## src/rtl/pwm_multi.sv

```systemverilog
// pwm_multi: NumChannels PWM outputs driven from one shared period counter.
//
// Software writes the pending inputs (max_counter_i, pulse_width_i,
// chan_en_i, invert_i) at any time. They are copied into the active
// shadow set only while the block is idle (enable_i low) or on the last
// count of a period. A mid-period write therefore never produces a
// shortened or split pulse. It takes effect on the first cycle of the
// next period.
//
// The counter wraps when it equals max_q, so the period is max_q+1
// cycles. It never relies on width overflow. Every output is registered
// and follows the counter value of the previous cycle. period_o lines up
// with the output of the last count in each period.

module pwm_multi #(
   parameter int NumChannels = 12,
   parameter int CtrSize     = 8
) (
   input  logic                             clk_sys_i,
   input  logic                             rst_sys_ni,
   input  logic                             enable_i,
   input  logic [CtrSize-1:0]               max_counter_i,
   input  logic [NumChannels*CtrSize-1:0]   pulse_width_i,
   input  logic [NumChannels-1:0]           chan_en_i,
   input  logic [NumChannels-1:0]           invert_i,
   output logic [NumChannels-1:0]           modulated_o,
   output logic                             period_o
);

   logic [CtrSize-1:0]                    ctr_q;
   logic [CtrSize-1:0]                    max_q;
   logic [NumChannels-1:0][CtrSize-1:0]   duty_q;
   logic [NumChannels-1:0]                en_q;
   logic [NumChannels-1:0]                inv_q;
   logic [NumChannels-1:0]                out_q;
   logic                                  period_q;

   logic                                  wrap;
   logic                                  load;
   logic [NumChannels-1:0]                raw;

   // The last count of a period only exists while the block is running.
   assign wrap = enable_i && (ctr_q == max_q);

   // Shadows track the pending inputs while the block is idle. While it runs,
   // they are captured only at the period boundary.
   assign load = !enable_i || wrap;

   // Unsigned compare of the shared counter against each channel's active duty.
   always_comb begin
      raw = '0;
      for (int i = 0; i < NumChannels; i++) begin
         raw[i] = (ctr_q < duty_q[i]);
      end
   end

   // The period counter restarts from zero when the block is idle or at the period end.
   always_ff @(posedge clk_sys_i or negedge rst_sys_ni) begin
      if (!rst_sys_ni) begin
         ctr_q <= '0;
      end else if (load) begin
         ctr_q <= '0;
      end else begin
         ctr_q <= ctr_q + CtrSize'(1);
      end
   end

   // Double-buffered active configuration.
   // The packed duty array lines up bit-for-bit with pulse_width_i.
   always_ff @(posedge clk_sys_i or negedge rst_sys_ni) begin
      if (!rst_sys_ni) begin
         max_q  <= '0;
         duty_q <= '0;
         en_q   <= '0;
         inv_q  <= '0;
      end else if (load) begin
         max_q  <= max_counter_i;
         duty_q <= pulse_width_i;
         en_q   <= chan_en_i;
         inv_q  <= invert_i;
      end
   end

   // Registered outputs.
   // The idle level uses the pending polarity, so it follows software at once.
   always_ff @(posedge clk_sys_i or negedge rst_sys_ni) begin
      if (!rst_sys_ni) begin
         out_q    <= '0;
         period_q <= 1'b0;
      end else begin
         if (!enable_i) begin
            out_q <= invert_i;
         end else begin
            out_q <= (en_q & raw) ^ inv_q;
         end
         period_q <= wrap;
      end
   end

   assign modulated_o = out_q;
   assign period_o    = period_q;

endmodule

```

## config.mk

```make
export PLATFORM = sky130hd
export DESIGN_NAME = pwm_multi
export DESIGN_NICKNAME = d
export VERILOG_FILES = /design/src/rtl/pwm_multi.sv
export SDC_FILE = /design/constraint.sdc
export NUM_CORES = 1
export LEC_CHECK = 0
export BUFFER_PORTS_ARGS = -buffer_cell sky130_fd_sc_hd__buf_2
export CAP_MARGIN = 20
export CORE_MARGIN = 8
export CORE_UTILIZATION = 45
export DETAILED_ROUTE_END_ITERATION = 8
export GPL_TIMING_DRIVEN = 0
export PLACE_DENSITY_LB_ADDON = 0.08
export SETUP_SLACK_MARGIN = 0.05
export SLEW_MARGIN = 20
export SYNTH_ARGS = -nofsm -noshare
export SYNTH_HDL_FRONTEND = slang
export SYNTH_SLANG_ARGS = --single-unit
```

## constraint.sdc

```tcl
create_clock -name clk_sys_i -period 2.6 [get_ports clk_sys_i]
set_input_delay 0.26 -clock clk_sys_i [delete_from_list [all_inputs] [get_ports clk_sys_i]]
set_output_delay 0.26 -clock clk_sys_i [all_outputs]
set_load 0.02 [all_outputs]
```

# Word-level counts from Yosys, hierarchy flattened
# Cells that the tools add are included.
[totals]
inputBits = 131
out_inout_bits = 13
register_bits = 149
[op_classes]
n_addsub = 1
n_mux = 2
eq_ne = 1
n_lt_le_gt_ge = 12
reduce_logical = 3
n_bitwise = 2
[ops]
columns = ["operator", "n"]
rows = [
  ["$lt 8x8->1", 12],
  ["$and 12x12->12", 1],
  ["$mux 12", 1],
  ["$xor 12x12->12", 1],
  ["$add 8x1->8 const B", 1],
  ["$eq 8x8->1", 1],
  ["$mux 8", 1],
  ["$logic_and 1x1->1", 1],
  ["$logic_not 1->1", 1],
  ["$logic_or 1x1->1", 1],
]

# Depth between registers and ports, before layout
[logic_depth]
word_depth = 4
mapped_depth = 7

# Worst setup path before layout
# OpenSTA, ideal clock, no wires.
[synth_path]
path_kind = "register to register"
startpoint = "register ctr_q[4]"
endpoint = "register en_q[6]"
arrival_time_ns = 1.904
setup_ns = 0.127
period_less_slack_ns = 2.031
path_stages_with_launch = 8
slack_ns = 0.569
t_required_ns = 2.473
path_cell_list = "dfrtp_1 xor2_1 nor4_2 nand2_1 nand2_2 buf_6 buf_6 mux2_1"
[synth_via]
elab_chain_cells = 3
[synth_rtl]
columns = ["item", "line_no", "source"]
rows = [
  ["start, declared", "30", "logic [CtrSize-1:0] ctr_q;"],
  ["start signal, assigned", "64", "ctr_q <= ctr_q + CtrSize'(1);"],
  ["$eq 8x8->1", "43", "assign wrap = enable_i && (ctr_q == max_q);"],
  ["$logic_and 1x1->1", "43", ""],
  ["$logic_or 1x1->1", "47", "assign load = !enable_i || wrap;"],
  ["end signal, assigned", "79", "en_q <= chan_en_i;"],
  ["end, declared", "33", "logic [NumChannels-1:0] en_q;"],
]
# Every way passes these cells.
# A chain may end at the register's enable or synchronous reset.

# Final worst setup path
[layout_path]
startpoint = "register ctr_q[6]"
endpoint = "register inv_q[8]"
[layout_via]
elab_chain_cells = 3
[layout_rtl]
columns = ["item", "line_no", "source"]
rows = [
  ["$eq 8x8->1", "43", ""],
  ["$logic_and 1x1->1", "43", ""],
  ["$logic_or 1x1->1", "47", ""],
  ["end signal, assigned", "80", "inv_q <= invert_i;"],
  ["end, declared", "34", "logic [NumChannels-1:0] inv_q;"],
]
# Every way passes these cells.

==> results.py <==
metrics = {
    "critical_path": {
        "path_delay_family": "simple AND/OR/NAND/NOR gates",
        "worst-path-max-fanout": 15,
        "critPathBufInv": 2,
        "crit_arrival_ns": 2.69,
        "crit_path_cell_trace": "xor2_1, nor4_2, nand2_1, nand2_4, buf_6, buf_8, mux2_1",
        "crit_required_ns": 2.90,
        "worst_path_largest_cell_delay_ns": 0.62,
        "rrSetupSlack_ns": 0.21,
        "crit_slowest_cell": "dfrtp_4",
        "crit_type": "reg2reg",
        "end_kind": "register",
        "startpoint_type": "register",
    },
    "logic_synthesis": {
        "synth-seq-cells": 149,
        "yosys-top-cells-area": "dfrtp_1 (47%), ha_1 (13%), mux2_2 (12%)",
        "yosys.cell_types.count": 25,
        "yosysMostFrequentCell": "dfrtp_1",
        "synth_top_family_by_area": "multiplexers",
        "synthesis.area_sq_um": 7980,
        "synthXorXnorAreaFrac": 0.0285,
        "synth_edf_count": 0,
        "synth_cells": 666,
        "synth_nets": 882,
        "synth_top_area_frac": 0.467,
        "synth_fa_ha_area_frac": 0.133,
        "yosysWarnings": 0,
        "avgSynthCellArea_sq_um": 12.0,
        "ys_seq_area_frac": 0.467,
        "yosysTopAreaCell": "dfrtp_1",
        "async_flop_share": 1.00,
        "synthSimpleGateAreaFrac": 0.0648,
        "synth_compound_area_frac": 0.0659,
        "muxShareOfSynthArea": 0.181,
        "ys.flop_type": "dfrtp_1",
        "yosys-top-cells-count": "dfrtp_1 (149), ha_1 (85), mux2_2 (85), inv_1 (84), mux2_1 (43)",
    },
    "job": {
        "drv_cap": 0,
    },
    "timing": {
        "finalSetupTns_ns": 0,
        "clock_skew_ns": 0.00741,
        "hold_viol": 0,
        "hold_ws_ns": 0.0576,
        "max_freq_mhz": 418,
        "period_share": 0.920,
        "setup_viol": 0,
        "maxSlewViolCount": 0,
        "final.min_clock_period_ns": 2.39,
        "tightest_slew_ns": 0.741,
        "rsz0062_at_grt": "false",
        "slew_headroom": 0.506,
        "setup_slack_ns": 0.208,
    },
    "placed_design": {
        "hpwl_microns": 13700,
        "place.gp.congestion": 0.810,
        "dp_slack_ns": -0.319,
        "buffer_ports.inserted": 142,
        "place_area_sq_um": 9010,
    },
    "finish": {
        "syn2layout_area_growth_pct": 21.2,
        "n_antenna_cell": 0,
        "nFillCells": 1551,
        "nets": 1052,
        "drive_gt1_frac": 0.341,
        "finalInstanceArea_sq_um": 9670,
    },
    "routing": {
        "wl_met3_microns": 1240,
        "firstDrtPassIters": 4,
        "highest_layer": "met5",
        "vias": 5439,
        "vias_per_cell": 5.07,
        "met1_length_microns": 8280,
        "drt-wirelength-per-cell_microns": 18.2,
        "postRouteAntennaNets": 0,
        "wl_microns": 19600,
        "route.met2.wl_microns": 9760,
        "drt-initial-drc-count": 147,
        "drcViolationCount": 0,
    },
    "global_route": {
        "grt_pass1_wl_microns": 31300,
        "grt_max_degree": 95,
        "grt_pass1_vias": 5950,
        "gr-usage-all-layers": 0.184,
        "antenna_found_initial": 1,
        "gr-total-overflow": 0,
    },
    "power_and_ir_drop": {
        "intPower_mw": 4.49,
        "leakagePower_nw": 5.12,
        "combPwrFrac": 0.153,
        "finalPower_mw": 6.02,
        "switching_share": 0.254,
        "pwr-share-clk": 0.400,
        "switchingPower_mw": 1.53,
        "p_per_area_nw_per_um2": 622,
        "seqPwrFrac": 0.447,
        "ir_drop_mv": 0.432,
    },
    "die": {
        "io_pins": 144,
        "start_util": 0.461,
        "fp.dieW_microns": 149,
        "core_sq_um": 17300,
        "rows": 48,
        "die_area_sq_um": 22200,
        "die_h_microns": 149,
    },
    "clock_tree": {
        "cts.path.max_buffers": 2,
        "cts_sinks": 149,
        "clkLatencyLatePin_ns": 0.42,
        "cts_max_level": 4,
        "cts_tree": "done",
        "clkTransAtPathRegs_ns": 0.06,
        "cts_buffers": 17,
        "cts_root_buf": "clkbuf_16",
    },
    "outcome": {
        "status": "completed",
    },
    "min_path": {
        "hold_class": "in2reg",
    },
}
## logic make-up (layout without fill, tap and decap cells)
| group | after synthesis | after routing |
|---|---|---|
| simple gates | 92 | 92 |
| mux | 128 | 128 |
| fa+ha+maj | 85 | 85 |
| xor+xnor | 26 | 26 |
| buf+inv | 102 | 283 |
| compound gates | 84 | 84 |
| flops | 149 | 149 |
## per-layer routing
metal  global-route usage  vias to the layer above
met4               0.0555                        2
met3               0.0543                       22
met2                0.311                      128
met1                0.222                     2662
met5                    0                        -
li1                     -                     2625
## final timing paths
check	from	to	cells past startpoint
max in group asynchronous	rst_sys_ni	ctr_q[3]$_DFF_PN0_	3
min in group asynchronous	rst_sys_ni	duty_q[4]$_DFFE_PN0N_	2
hold reg to reg	en_q[0]$_DFFE_PN0N_	en_q[0]$_DFFE_PN0N_	1
hold / removal	pulse_width_i[3]	duty_q[3]$_DFFE_PN0N_	2
setup / recovery	ctr_q[6]$_DFF_PN0_	inv_q[8]$_DFFE_PN0N_	7
setup reg to reg	ctr_q[6]$_DFF_PN0_	inv_q[8]$_DFFE_PN0N_	7
## power by group through the flow
stage / Sequential [mW] / Combinational, mW / Clock [mW]
floorplan: 2.72 / 0.554 / 0
global placement: 2.74 / 0.862 / 0
detailed placement: 2.75 / 0.906 / 0
CTS: 2.71 / 0.915 / 2.47
global route: 2.72 / 1.05 / 2.57
finish: 2.69 / 0.918 / 2.41
## worst register-to-register path, delay by kind of cell, from the launching register on
| family | cells | cell delay, ns |
|---|---|---|
| buffers and inverters | 2 | 0.42 |
| XOR/XNOR | 1 | 0.20 |
| AND/OR/NAND/NOR | 3 | 0.68 |
| multiplexers | 1 | 0.34 |
| flip-flops | 1 | 0.62 |
## sequential cells by signal, summed over array words and instances, names as in the netlist
register,flops
duty_q,96
en_q,12
inv_q,12
modulated_o,12
ctr_q,8
max_q,8
period_o,1
## cell usage in the layout (no fill, tap or decap), types with 15 or more instances in the layout
cell type,n
a21o_1,24
a21oi_1,24
and3_1,16
buf_2,141
buf_4,15
clkbuf_16,17
dfrtp_1,142
ha_1,85
inv_1,84
mux2_1,43
mux2_2,85
nand2b_1,24
nand3_1,15
nor2_1,19
xor2_1,24
## timing repair
| item | CTS | global route |
|---|---|---|
| hold buffers | 1 | 0 |
| setup buffers | 0 | 7 |
| setup endpoints to repair | 135 | 62 |
| resized for setup | 9 | 3 |
| endpoints found under the hold margin | 55 | 0 |
## through the flow
stage	util	std cells
finish	0.559	1072
global route	0.559	1072
CTS	0.555	1065
detailed placement	0.521	1034
global placement	0.519	1033
floorplan	-	666
## layout make-up
cell class	instances	area [sq um]	area share
tap	225	282	0.0291
clock inverter	9	104	0.0107
sequential	149	3750	0.388
timing repair buffer	151	811	0.0839
multi-input combinational	415	3780	0.391
inverter	84	315	0.0326
buffer	18	158	0.0163
clock buffer	21	470	0.0487
Note: power is estimated with default switching activity, not from simulation.
